==> config.mk <==
export PLATFORM = sky130hd
export DESIGN_NAME = miriscv_fetch_buffer
export DESIGN_NICKNAME = d
export VERILOG_FILES = /design/src/rtl/miriscv_fetch_buffer.sv
export SDC_FILE = /design/constraint.sdc
export NUM_CORES = 1
export LEC_CHECK = 0
export ABC_CLOCK_PERIOD_IN_PS = 4000
export BUFFER_PORTS_ARGS = -buffer_cell sky130_fd_sc_hd__buf_2
export CAP_MARGIN = 10
export CORE_MARGIN = 2
export CORE_UTILIZATION = 55
export CTS_BUF_LIST = sky130_fd_sc_hd__clkbuf_2
export DETAILED_ROUTE_END_ITERATION = 10
export HOLD_SLACK_MARGIN = 0.06
export PLACE_DENSITY_LB_ADDON = 0.05
export SLEW_MARGIN = 25
export SYNTH_ARGS = -nofsm -noshare
export SYNTH_HDL_FRONTEND = slang
export SYNTH_SLANG_ARGS = --single-unit
export TNS_END_PERCENT = 50
==> constraint.sdc <==
create_clock -name clk_i -period 4 [get_ports clk_i]
set_clock_uncertainty 0.15 [all_clocks]
set_input_delay 0.4 -clock clk_i [delete_from_list [all_inputs] [get_ports clk_i]]
set_output_delay 0.4 -clock clk_i [all_outputs]
set_load 0.005 [all_outputs]
==> src/rtl/miriscv_fetch_buffer.sv <==
// Instruction fetch buffer: queues fetched 32-bit words and carves them into
// 16-bit compressed or 32-bit instructions, including ones straddling two words.
module miriscv_fetch_buffer #(
   parameter int              XLEN     = 32,
   parameter int              ILEN     = 32,
   parameter int              RV32C    = 1,
   parameter int              DEPTH    = 4,
   parameter logic [XLEN-1:0] RESET_PC = 32'h8000_0000
) (
   input  logic            clk_i,
   input  logic            rst_i,
   input  logic            flush_i,
   input  logic [XLEN-1:0] flush_pc_i,
   input  logic            fetch_valid_i,
   output logic            fetch_ready_o,
   input  logic [31:0]     fetch_data_i,
   output logic            instr_valid_o,
   input  logic            instr_ready_i,
   output logic [ILEN-1:0] instr_o,
   output logic [XLEN-1:0] instr_pc_o,
   output logic            instr_compressed_o
);

   localparam int PW = $clog2(DEPTH);
   localparam int CW = PW + 1;
   localparam logic COMP_EN = (RV32C != 0);

   logic [31:0]     memQ [DEPTH];
   logic [PW-1:0]   head_q, head_d, tail_q, tail_d;
   logic [CW-1:0]   count_q, count_d;
   logic [XLEN-1:0] pc_q, pc_d;
   logic            off_q, off_d;

   logic [31:0]     headWord;
   logic [15:0]     nextLow;
   logic [XLEN-1:0] flushPc;
   logic            isComp, instrValid, pushEn, popFire, popWord;
   logic [ILEN-1:0] instr;

   assign headWord = memQ[head_q];
   assign nextLow  = memQ[head_q + PW'(1)][15:0];
   assign flushPc  = flush_pc_i & ~XLEN'(1);

   assign fetch_ready_o = (count_q < CW'(DEPTH));

   // Decode the instruction at the head; a 32-bit one at offset 1 needs the next word too.
   always_comb begin
      isComp     = 1'b0;
      instrValid = 1'b0;
      instr      = headWord;
      if (!COMP_EN || !off_q) begin
         isComp     = COMP_EN && (headWord[1:0] != 2'b11);
         instrValid = (count_q != '0);
         instr      = isComp ? {16'h0000, headWord[15:0]} : headWord;
      end else begin
         isComp     = (headWord[17:16] != 2'b11);
         instrValid = isComp ? (count_q != '0) : (count_q >= CW'(2));
         instr      = isComp ? {16'h0000, headWord[31:16]} : {nextLow, headWord[31:16]};
      end
      if (flush_i) begin
         instrValid = 1'b0;
      end
   end

   assign instr_valid_o      = instrValid;
   assign instr_o            = instr;
   assign instr_pc_o         = pc_q;
   assign instr_compressed_o = isComp;

   assign pushEn  = fetch_valid_i && fetch_ready_o && !flush_i;
   assign popFire = instrValid && instr_ready_i;
   // A word is retired unless a compressed instruction only consumed its low half.
   assign popWord = popFire && (!isComp || off_q);

   always_comb begin
      head_d  = head_q;
      tail_d  = tail_q;
      count_d = count_q;
      pc_d    = pc_q;
      off_d   = off_q;
      if (flush_i) begin
         head_d  = '0;
         tail_d  = '0;
         count_d = '0;
         pc_d    = flushPc;
         off_d   = flush_pc_i[1] && COMP_EN;
      end else begin
         if (pushEn) begin
            tail_d = tail_q + PW'(1);
         end
         if (popWord) begin
            head_d = head_q + PW'(1);
         end
         count_d = count_q + CW'(pushEn) - CW'(popWord);
         if (popFire) begin
            pc_d = pc_q + (isComp ? XLEN'(2) : XLEN'(4));
            if (isComp) begin
               off_d = !off_q;
            end
         end
      end
   end

   always_ff @(posedge clk_i) begin
      if (rst_i) begin
         head_q  <= '0;
         tail_q  <= '0;
         count_q <= '0;
         pc_q    <= RESET_PC;
         off_q   <= RESET_PC[1] && COMP_EN;
      end else begin
         head_q  <= head_d;
         tail_q  <= tail_d;
         count_q <= count_d;
         pc_q    <= pc_d;
         off_q   <= off_d;
      end
   end

   always_ff @(posedge clk_i) begin
      if (pushEn && !rst_i) begin
         memQ[tail_q] <= fetch_data_i;
      end
   end

endmodule
# --- Word-level counts from Yosys, hierarchy flattened ---
# Memory sizes are Yosys's and may differ from the RTL's. A register that Yosys moved wholly into a read port is not among the register bits.
# Cells that the tools add are included.
totals:
  mem_bits_rw: 128
  memories: 1
  ff_bits: 40
  output_inout_bits: 67
  wordCells: 48
classes:
  add_sub_neg: 5
  n_reduce_logical: 15
  n_mux: 17
  magnitude_cmp: 2
  eq_ne: 2
memory_table:
  columns: ["memory", "words", "word_bits", "read_ports", "rd_clocked_by_memory_dff", "write_ports", "line", "source"]
  rows:
  - ["memQ", 4, 32, 2, 1, 1, "28", "logic [31:0] memQ [DEPTH];"]
op_table:
  columns: ["cell", "count"]
  rows:
  - ["$mux W32", 5]
  - ["$add A32 B3 Y32", 1]
  - ["$mux W1", 9]
  - ["$logic_and A1 B1 Y1", 5]
  - ["$add A2 B1 Y2 const B", 2]
  - ["$logic_not A1 Y1", 4]
  - ["$mux W2", 2]
  - ["$ne A2 B2 Y1 const B", 2]
  - ["$reduce_bool A2 Y1", 2]
  - ["$add A3 B1 Y3", 1]
  - ["$ge A3 B2 Y1 const B", 1]
  - ["$lt A3 B3 Y1 const B", 1]
  - ["$mux W3", 1]
  - ["$reduce_bool A3 Y1", 1]
  - ["$sub A3 B1 Y3", 1]
  - ["$reduce_and A2 Y1", 1]
  - ["$reduce_or A2 Y1", 1]
  - ["$logic_or A1 B1 Y1", 1]

# --- Longest topological paths before layout ---
depth:
  depth_word: 8
  mapped_depth: 13

# --- Least setup slack after synthesis ---
# OpenSTA, ideal clock, no wires.
synth_timing:
  path_type: "reg2reg"
  from: "register (tool-made name)"
  to: "register pc_q[17] (netlist: instr_pc_o[17])"
  path_slack_ns: 0.971
  n_path_buf: 2
  synth_period_minus_slack_ns: 3.029
  t_arrival_ns: 2.805
  path_stages_with_launch: 13
  setup_ns: 0.074
  path_cell_list: "dfxtp_1 buf_6 mux4_2 and3_4 buf_6 a21o_4 inv_1 ha_1 ha_1 a21o_1 nand3_2 or4_1 a31oi_1"
synth_lines:
  columns: ["element", "line", "source"]
  rows:
  - ["end signal: assignment", "115", "pc_q <= pc_d;"]
  - ["end: declaration", "31", "logic [XLEN-1:0] pc_q, pc_d;"]

==> results.ini <==
[sta]
fmax_mhz=264
rsz0062_at_grt=false
final.setup.tns_ps=0
setup_viol=0
slew_headroom=0.429
worstMarginPinSlew_ps=856
hold_violations=0
finalCritPeriodShare=0.947
min_period_ps=3790
slew_violations=0
holdWs_ps=140

[place]
place_inst=871
portBuffers=133
detailed_place_hpwl_mm=11.8
globalplace.congestion=0.805

[worst_setup_path]
r2r_cells=11
crit_type=flip-flop to flip-flop
startpoint_type=flip-flop
critPathCaptureType=flip-flop
cp_data_arrival_time_ps=4330
critPathMaxFanout=17
rrSetupSlack_ps=210
reg2reg_to=instr_pc_o[17]
worstPathRequired_ps=4540

[yosys]
avgSynthCellArea_um2=13.6
syn_nets=661
synth_seq_cells=169
synth-warning-count=0
synth_most_common_cell=edfxtp_1
synthTopCellsByArea=edfxtp_1 (49%), mux4_2 (13%), dfxtp_1 (10%)
async_reset_ff_frac=0
synthFlopType=edfxtp_1
synth_edf_count=128
ys_seq_area_frac=0.589
synth_cell_types=63
synth_cells=581
yosys.area.top_type=edfxtp_1
ys_top_cells_by_count=edfxtp_1 (128), nand2_1 (83), mux4_2 (47)
syn_area_mm2=0.00792
synth_top_cell_area_share=0.485

[power]
power_density_mw_per_mm2=323
leakagePower_nw=3.78
ir_drop_uv=333

[floorplanning]
num_io_pins=136
die_w_um=124
dieArea_mm2=0.0154
num_rows=43
initial_core_util=0.566
coreArea_mm2=0.0140
die_h_um=124

[clock_tree]
htreeDepth=4
ctsRootBufferMaster=clkbuf_2
cts_buffers=17
cts_buffer_depth=2
clkSinkCount=169
cts_tree=yes
path_clk_slew_ps=260
clk_latency_ps=720

[route]
wl_met3_mm=1.17
dr.pass1.iters=6
viasPerCell=5.89
detail-route-antenna-nets=0
drt-met1-wl_mm=7.85
vias=5958
drt_wl_total_mm=19.6
wl_met2_mm=10.1
wl_per_cell_um=19.4
drtIter0Drc=550
top_layer_used=met4
drc=0

[layout]
fin_cells=1012
register_area_mm2=0.00467
diodes=0
multiInputGateArea_mm2=0.00301
drive_gt1_frac=0.305
layout.nets=899
fillers=973
syn_to_final_growth_pct=27.5

[run_status]
status=complete, no violations

[run]
max-cap-violations=0

[hold_path]
min_from=flush_i
hold_depth=4
min_path_type=input port to flip-flop
min_to=off_q

[global_route]
gr-total-overflow=0
grt_pass1_vias=5851
grt_usage=0.262
grt_start_max_net_pins=36
grt_first_pass_wirelength_mm=30.0
antenna_found_initial=0

-- stage by stage --
stage	power (mW)	util	cell area [um2]	setup WS, ps
6_report	3.26	0.722	10100	214
5_1_grt	3.39	0.722	10100	19.2
4_1_cts	3.27	0.720	10100	34.3
3_5_place_dp	2.24	0.625	8740	605
3_3_place_gp	2.23	0.625	8740	724
2_1_floorplan	2.12	-	7920	971
-- cells in the final DEF (no fill, tap or decap), drive strengths merged, types with 6 or more instances in the layout --
master / synthesis / final
nand3: 15 / 15
xnor2: 7 / 7
buf: 16 / 151
inv: 15 / 25
nor2: 23 / 23
mux4: 47 / 47
ha: 10 / 10
edfxtp: 128 / 128
dlygate4sd3: 0 / 107
clkbuf: 23 / 18
o211ai: 6 / 6
o22ai: 8 / 8
a31oi: 24 / 24
xor2: 7 / 7
dfxtp: 41 / 41
or3: 7 / 7
nand4: 10 / 10
a21oi: 14 / 14
and2: 11 / 11
a22o: 14 / 14
o21ai: 10 / 10
nand2: 83 / 83
and3: 8 / 8
-- logic make-up (layout without fill, tap and decap cells) --
group,Yosys count,after routing,share of synthesized area
buffers and inverters,55,306,0.0313
xor gates and xnor gates,14,14,0.0155
muxes,54,54,0.144
other,1,1,0.000474
adders and majority gates,13,13,0.0210
AOI/OAI and AO/OA,95,95,0.0872
and+or+nand+nor,180,180,0.112
DFF,169,169,0.589
-- repair_timing --
item	in CTS	in global routing
buffers inserted	0	2
hold buffers	107	0
setup endpoints to repair	0	10
hold endpoints to repair	162	0
resized for setup	0	2
-- routing by layer --
| metal | GRT usage | vias to the layer above |
|---|---|---|
| met4 | 0.112 | 0 |
| met3 | 0.0495 | 42 |
| met5 | 0 | - |
| met2 | 0.451 | 240 |
| li1 | - | 2727 |
| met1 | 0.327 | 2949 |
-- final cells by class --
cell class                 instances  share of cell area
clock inverter                    14              0.0172
timing repair buffer             258               0.185
multi-input combinational        357               0.298
sequential                       169               0.462
inverter                          16             0.00595
clock buffer                      18             0.00892
tap                              180              0.0223
-- power by group --
| part | internal, mW | switching, mW | total, mW | leakage, nW |
|---|---|---|---|---|
| logic | 0.181 | 0.158 | 0.339 | 2.13 |
| registers | 1.92 | 0.0341 | 1.95 | 1.49 |
| clock network | 0.322 | 0.643 | 0.965 | 0.159 |
| total | 2.42 | 0.835 | 3.26 | 3.78 |
-- registers in the layout, indices dropped and copies added (netlist names), named ones only --
register    cells
tail_q          2
head_q          2
instr_pc_o     31
count_q         3
off_q           1
memQ          128
-- worst max-delay path by stage --
| stage | from | cells after the start | end | slack, ps |
|---|---|---|---|---|
| after global routing | off_q | 11 | instr_pc_o[17] | 20 |
| after detailed placement | flip-flop | 9 | instr_pc_o[12] | 600 |
| after floorplan | flip-flop | 12 | instr_pc_o[17] | 970 |
| after global placement | flip-flop | 9 | instr_pc_o[12] | 720 |
| final | flip-flop | 11 | instr_pc_o[17] | 210 |
| after CTS | flip-flop | 10 | instr_pc_o[12] | 30 |
-- critical path: stages (launching register included) --
cell and delay, ps:
dfxtp_4 450, mux4_2 540, and3_4 310, a21o_4 240
inv_1 110, ha_1 220, ha_1 160, a21o_1 110
nand3_2 200, or4_1 530, a31oi_1 160, dlygate4sd3_1 560
Note: power is estimated with default switching activity, not from simulation.
